<file path="src/rtl/demux_frame_ctrl.sv">
// Frame controller for the 1-to-4 egress demux: holds sel per frame,
// drops frames to disabled ports, truncates oversize frames.
// Optional statistics counters: define DEMUX_FRAME_CTRL_STATS_EN.
module demux_frame_ctrl #(
  parameter int WIDTH     = 8,
  parameter int MAX_BEATS = 1518,
  parameter int CNT_W     = 16
) (
  input  logic             clk,
  input  logic             rst,
  input  logic             in_valid,
  output logic             in_ready,
  input  logic [WIDTH-1:0] in_data,
  input  logic             in_last,
  input  logic [1:0]       in_dest,
  input  logic [3:0]       port_en,
  input  logic [3:0]       out_ready,
  output logic [1:0]       sel,
  output logic [WIDTH-1:0] out_data,
  output logic [3:0]       out_valid,
  output logic             out_last,
  output logic             oversize_err
`ifdef DEMUX_FRAME_CTRL_STATS_EN
  ,
  output logic [4*CNT_W-1:0] frame_cnt,
  output logic [CNT_W-1:0]   drop_cnt
`endif
);

  typedef enum logic [1:0] {
    IDLE,
    FWD,
    DROP
  } state_t;

  localparam logic [CNT_W-1:0] LAST_CNT = CNT_W'(MAX_BEATS - 1);

  state_t           state_q;
  logic [1:0]       sel_q;
  logic [CNT_W-1:0] cnt_q;
  logic             err_q;

  logic xfer;
  logic at_max;
  logic trunc;

  assign xfer   = in_valid & in_ready;
  assign at_max = (cnt_q == LAST_CNT);
  assign trunc  = (state_q == FWD) & xfer & at_max & ~in_last;

  assign sel          = sel_q;
  assign oversize_err = err_q;
  assign out_data     = in_data;

  // Handshake steering: pass-through in FWD, sink in DROP, stall in IDLE.
  always_comb begin
    in_ready  = 1'b0;
    out_valid = 4'b0000;
    out_last  = 1'b0;
    unique case (state_q)
      FWD: begin
        in_ready         = out_ready[sel_q];
        out_valid[sel_q] = in_valid;
        out_last         = in_last | at_max;
      end
      DROP: begin
        in_ready = 1'b1;
      end
      default: begin
        in_ready = 1'b0;
      end
    endcase
  end

  // Frame FSM; the last beat allowed is counted as MAX_BEATS-1 from zero.
  always_ff @(posedge clk) begin
    if (rst) begin
      state_q <= IDLE;
      sel_q   <= 2'd0;
      cnt_q   <= '0;
      err_q   <= 1'b0;
    end else begin
      err_q <= trunc;
      unique case (state_q)
        IDLE: begin
          if (in_valid) begin
            sel_q   <= in_dest;
            cnt_q   <= '0;
            state_q <= port_en[in_dest] ? FWD : DROP;
          end
        end
        FWD: begin
          if (xfer) begin
            if (!at_max) begin
              cnt_q <= cnt_q + CNT_W'(1);
            end
            if (in_last) begin
              state_q <= IDLE;
            end else if (at_max) begin
              state_q <= DROP;
            end
          end
        end
        DROP: begin
          if (xfer && in_last) begin
            state_q <= IDLE;
          end
        end
        default: begin
          state_q <= IDLE;
        end
      endcase
    end
  end

`ifdef DEMUX_FRAME_CTRL_STATS_EN
  logic [CNT_W-1:0] fc_q [4];
  logic [CNT_W-1:0] dc_q;
  logic             fwd_end;
  logic             idle_drop;

  assign fwd_end   = (state_q == FWD) & xfer & out_last;
  assign idle_drop = (state_q == IDLE) & in_valid & ~port_en[in_dest];
  assign drop_cnt  = dc_q;

  // Flatten per-port frame counters onto the output bus.
  always_comb begin
    frame_cnt = '0;
    for (int p = 0; p < 4; p++) begin
      frame_cnt[p*CNT_W +: CNT_W] = fc_q[p];
    end
  end

  // Saturating frame and drop counters.
  always_ff @(posedge clk) begin
    if (rst) begin
      for (int p = 0; p < 4; p++) begin
        fc_q[p] <= '0;
      end
      dc_q <= '0;
    end else begin
      for (int p = 0; p < 4; p++) begin
        if (fwd_end && sel_q == 2'(p) && fc_q[p] != '1) begin
          fc_q[p] <= fc_q[p] + CNT_W'(1);
        end
      end
      if (idle_drop && dc_q != '1) begin
        dc_q <= dc_q + CNT_W'(1);
      end
    end
  end
`endif

endmodule

</file>
<file path="config.mk">
export PLATFORM = sky130hd
export DESIGN_NAME = demux_frame_ctrl
export DESIGN_NICKNAME = d
export VERILOG_FILES = /design/src/rtl/demux_frame_ctrl.sv
export SDC_FILE = /design/constraint.sdc
export NUM_CORES = 1
export LEC_CHECK = 0
export ABC_AREA = 1
export BUFFER_PORTS_ARGS = -buffer_cell sky130_fd_sc_hd__buf_2
export CORE_UTILIZATION = 40
export DETAILED_ROUTE_END_ITERATION = 12
export SLEW_MARGIN = 20
export SYNTH_ARGS = -nofsm -noshare
export SYNTH_HDL_FRONTEND = slang
export SYNTH_SLANG_ARGS = --single-unit
export TNS_END_PERCENT = 100
</file>
<file path="constraint.sdc">
create_clock -name clk -period 1.6 [get_ports clk]
set_input_delay 0.08 -clock clk [delete_from_list [all_inputs] [get_ports clk]]
set_output_delay 0.08 -clock clk [all_outputs]
set_load 0.1 [all_outputs]
</file>
# Yosys cells after proc, flatten, opt, wreduce, memory -nomap -nowiden
# Cells that the tools add are included.
dict set report word_totals {
  out_inout_bits 17
  elab_cells 50
  in_bits 22
  reg_bits 21
}
dict set report classes {
  n_mux 20
  eq_ne 8
  bitwise 7
  n_lt_le_gt_ge 3
  add_sub_neg 1
  n_reduce_logical 7
}
# op n
set op_table {}
lappend op_table {{16-bit two-way mux} 3}
lappend op_table {{16-bit one-hot mux with 2 select lines} 1}
lappend op_table {{16-bit by 1-bit adder with 16-bit output, second input constant} 1}
lappend op_table {{16-bit by 11-bit equality test with 1-bit output, second input constant} 1}
lappend op_table {{2-bit two-way mux} 6}
lappend op_table {{2-bit != test, second input constant} 4}
lappend op_table {{4-bit AND reduction} 2}
lappend op_table {{2-bit by 3-bit < comparator with 1-bit output, second input constant} 2}
lappend op_table {{2-bit one-hot mux with 3 select lines} 1}
lappend op_table {{1-bit bitwise AND} 4}
lappend op_table {{4-bit bitwise AND} 1}
lappend op_table {{1-bit binary-select mux with 2-bit select} 2}
lappend op_table {{1-bit two-way mux} 4}
lappend op_table {{4-bit two-way mux} 1}
lappend op_table {{3-bit != test, second input constant} 1}
lappend op_table {{1-bit demux with 2-bit select} 1}
lappend op_table {{2-bit by 1-bit equality test with 1-bit output, second input constant} 1}
lappend op_table {{2-bit equality test, second input constant} 1}
lappend op_table {{2-bit by 1-bit >= comparator with 1-bit output, second input constant} 1}
lappend op_table {{1-bit logical AND} 2}
lappend op_table {{2-bit logical NOT} 1}
lappend op_table {{1-bit one-hot mux with 2 select lines} 1}
lappend op_table {{2-bit AND reduction} 1}
lappend op_table {{2-bit nonzero test} 1}
lappend op_table {{other kinds (2)} 2}

# Depth between registers and ports, before layout
dict set report logic_depth {
  word_depth 7
  depth_mapped 13
  depth_no_buf 13
}

# Worst setup path after synthesis
# OpenSTA, ideal clock, no wires.
dict set report synth_timing {
  kind {reg2out}
  startpoint {register sel_q[0] (netlist: sel[0])}
  endpoint {output port in_ready}
  arrival_time_ps 3562
  path_slack_ps -2042
  path_buffers 0
  path_stages_with_launch 7
  required_time_ps 1520
  cell_sequence {dfxtp_1 > nand2_1 > nand2_1 > nand2_1 > nand2_1 > nand2_1 > a21boi_0}
}
dict set report synth_between {
  elab_chain_cells 3
}
# element line_no
set synth_rtl {}
lappend synth_rtl {{start, declared} 39} ;# logic [1:0] sel_q;
lappend synth_rtl {{start signal, assigned} 87} ;# sel_q <= in_dest;
lappend synth_rtl {{1-bit binary-select mux with 2-bit select} 62} ;# in_ready = out_ready[sel_q];
lappend synth_rtl {{1-bit two-way mux (not written as such)} 62}
lappend synth_rtl {{1-bit one-hot mux with 2 select lines} 60} ;# unique case (state_q)
lappend synth_rtl {{end, declared} 12} ;# output logic in_ready,
# No other way between the ends. The select of a mux whose other input is x is not followed.

# Final worst setup path
dict set report layout_timing {
  startpoint {register state_q[1]}
  endpoint {output port out_last}
}
dict set report layout_between {
  elab_chain_cells 2
}
# element line_no
set layout_rtl {}
lappend layout_rtl {{start, declared} 38} ;# state_t state_q;
lappend layout_rtl {{start signal, assigned} 89} ;# state_q <= port_en[in_dest] ? FWD : DROP;
lappend layout_rtl {{2-bit by 1-bit equality test with 1-bit output} 60}
lappend layout_rtl {{1-bit two-way mux} 60}
lappend layout_rtl {{end, declared} 21} ;# output logic out_last,
# No other way between the ends.

==> run_results.csv <==
group,metric,value,unit
run_status,status,"completed",
timing,worst_pin_slew,0.4863,ns
route,dr.first_iter.drc_count,69,
power_and_ir_drop,internal-power,0.001737,W
critical_path,critPathBufInv,4,
timing,finalMaxSlewViolations,0,
timing,period_needed,1.539,ns
route,vias_per_cell,4.988,
global_routing,grt_max_degree,17,
place,gp_congestion,0.9705,
floorplanning,die_h,64.66,um
critical_path,cp-end-kind,"primary output",
clocking,cts_tree,"done",
power_and_ir_drop,p_per_area,1634,nW/um2
timing,maxSlewHeadroom,0.6780,
power_and_ir_drop,peakVddDrop,1.094,mV
logic_synthesis,avgSynthCellArea,6.231,um2
global_routing,grt_pass1_vias,1481,
clocking,clkSlewWorstSetupHoldPaths,0.08,ns
logic_synthesis,ys.warnings.count,0,
timing,finalSetupViolCount,0,
timing,hold_slack,0.1074,ns
clocking,ctsHtreeMaxLevel,1,
final_layout,stdcell_area,2151,um2
route,route.vias.total,1686,
global_routing,grt_pass1_wl,6.706,mm
power_and_ir_drop,power_frac_comb,0.665,
clocking,cts_made_buffers,3,
critical_path,crit_family,"buffers and inverters",
final_layout,final_core_util,0.5788,
place,hpwl,2.990,mm
final_layout,regArea,446.7,um2
critical_path,crit_end,"out_last",
route,drc_errors,0,
clocking,clkLatencyLatePin,0.27,ns
final_layout,fin_nets,318,
logic_synthesis,synth_area,1570,um2
timing,finClkSkew,0.002367,ns
clocking,root_buffer,"clkbuf_8",
critical_path,crit_cells,6,
hold_path,min_from,"rst",
critical_path,r2r_cells,7,
final_layout,drive_gt1_frac,0.3483,
critical_path,arrival,1.46,ns
final_layout,area_growth,36.97,%
power_and_ir_drop,pwr-share-seq,0.233,
floorplanning,rows,22,
logic_synthesis,synth_nets,279,
critical_path,path_max_fanout,11,
floorplanning,start_util,0.4226,
power_and_ir_drop,switching_share,0.5057,
critical_path,r2r_slack,0.07,ns
final_layout,multi_input_area,1089,um2
floorplanning,core_area,3716,um2
timing,grt_setup_unrepaired,"yes",
route,dr.pass1.iters,4,
route,ant_nets,0,
final_layout,final_cells,338,
critical_path,cpPeakStageDelay,0.33,ns
critical_path,r2r-start,"state_q[0]",
timing,timing.fmax,0.6496,GHz
floorplanning,dieArea,4180,um2
logic_synthesis,synthCells,252,
place,placed_cell_area,1978,um2
place,dp.cells,325,
logic_synthesis,synth.distinct_cells,27,
clocking,clock_path_buffers,2,
global_routing,grt_remaining_overflow,0,
critical_path,startpoint_type,"flop",
job,drv_cap,0,
global_routing,antenna_found_initial,0,
critical_path,worstSetupPathType,"flop to primary output",
logic_synthesis,synth_seq_cells,21,
power_and_ir_drop,pwr-share-clk,0.103,
global_routing,track_usage,0.2062,
critical_path,required,1.52,ns
route,drt-wirelength-per-cell,11.93,um
place,io_buffers,22,
logic_synthesis,ys_seq_area_frac,0.2677,
floorplanning,die_w,64.66,um
hold_path,hold_class,"primary input to flop",
critical_path,critPathSlowestCell,"dfxtp_2",
timing,finalCritPeriodShare,0.9621,
final_layout,nFillCells,358,
floorplanning,io_pins,39,
power_and_ir_drop,p_switching,0.001777,W
final_layout,insertedDiodeCount,0,
critical_path,cp-startpoint,"state_q[1]",
clocking,clkSinkCount,21,
power_and_ir_drop,p_leak,0.8604,nW
timing,hold_violations,0,
critical_path,path_cells,"inv_2 -> ha_4 -> inv_1 -> buf_4 -> a21oi_4 -> buf_12",
route,wirelength,4.032,mm
critical_path,r2r_end,"cnt_q[1]",
[repair_timing]
item / in CTS / in global routing
setup buffers: 4 / 5
cloned: 0 / 1
setup endpoints to repair: 5 / 22
pin swaps: 2 / 8
hold buffers: 0 / 0
resized for setup: 5 / 19
endpoints found under the hold margin: 0 / 0
[routing by layer]
layer / part of all wire / track usage / up-vias
met3: 0.037 / 0.04225 / 6
met5: 0 / 0 / -
li1: - / - / 894
met1: 0.49 / 0.2750 / 761
met2: 0.46 / 0.3289 / 25
met4: 0.015 / 0.06944 / 0
[per-stage QoR]
step | setup WS (ns) | TNS [ns] | power (W)
finish | 0.06068 | 0 | 0.003515
global route | -0.04620 | -0.4128 | 0.003791
CTS | 0.005606 | 0 | 0.003337
detailed placement | 0.02865 | 0 | 0.002901
global placement | 0.05232 | 0 | 0.002892
floorplan | -0.01083 | -0.07603 | 0.002481
[logic make-up after synthesis]
kind of cell,synth area share
AOI/OAI and AO/OA,0.1132
xor gates and xnor gates,0.01674
adders and majority gates,0.03984
buffers and inverters,0.1347
DFF,0.2677
and+or+nand+nor,0.4279
[synth_stat cells (all sizes together)]
library cell | count | area, um2
o21ai | 11 | 58.81
a21boi | 1 | 7.510
ha | 5 | 62.56
nand2 | 59 | 239.0
nor3 | 15 | 85.08
a31o | 1 | 8.760
buf | 12 | 95.08
nand4 | 10 | 62.56
clkbuf | 3 | 11.26
nand3 | 27 | 140.1
o21bai | 1 | 7.510
nor2 | 36 | 145.1
inv | 28 | 105.1
dfxtp | 21 | 420.4
a21oi | 19 | 95.09
xor2 | 3 | 26.28
[sequential cells by signal, summed over array words and instances, names as in the netlist]
name and count:
oversize_err 1, state_q 2, sel 2, cnt_q 16
[power by group through the flow]
stage	registers [W]	clock network, W	logic [W]
2_1_floorplan	0.000895	0	0.00159
3_3_place_gp	0.000833	0	0.00206
3_5_place_dp	0.000837	0	0.00206
4_1_cts	0.000815	0.000371	0.00215
5_1_grt	0.000837	0.000406	0.00255
6_report	0.000817	0.000361	0.00234
[area by class of cell]
| cell class | instances | share of cell area |
|---|---|---|
| Clock buffer | 4 | 0.02094 |
| Inverter | 28 | 0.05003 |
| Multi-Input combinational cell | 189 | 0.5061 |
| Sequential cell | 21 | 0.2077 |
| Tap cell | 48 | 0.02792 |
| Timing Repair Buffer | 48 | 0.1873 |
[cells in the final DEF, fill, tap and decap left out, types with 7 or more instances in the layout]
| cell | synthesis | layout |
|---|---|---|
| a21oi_1 | 19 | 16 |
| buf_2 | 1 | 16 |
| nand4_1 | 10 | 10 |
| nor3_1 | 13 | 8 |
| inv_2 | 7 | 8 |
| dfxtp_1 | 21 | 10 |
| nor2_1 | 34 | 32 |
| nand3_1 | 26 | 25 |
| nand2_1 | 54 | 50 |
| o21ai_0 | 8 | 7 |
| buf_4 | 9 | 24 |
| inv_1 | 21 | 19 |
[worst min path at each step]
stage                         to  slack (ns)  cells past startpoint
global placement     out_data[7]        0.16                      0
CTS                 oversize_err        0.10                      4
detailed placement   out_data[7]        0.16                      0
floorplan           oversize_err        0.25                      3
finish                  cnt_q[9]        0.11                      2
global route        oversize_err        0.11                      4
No activity file was read; power rests on OpenSTA's default activity.
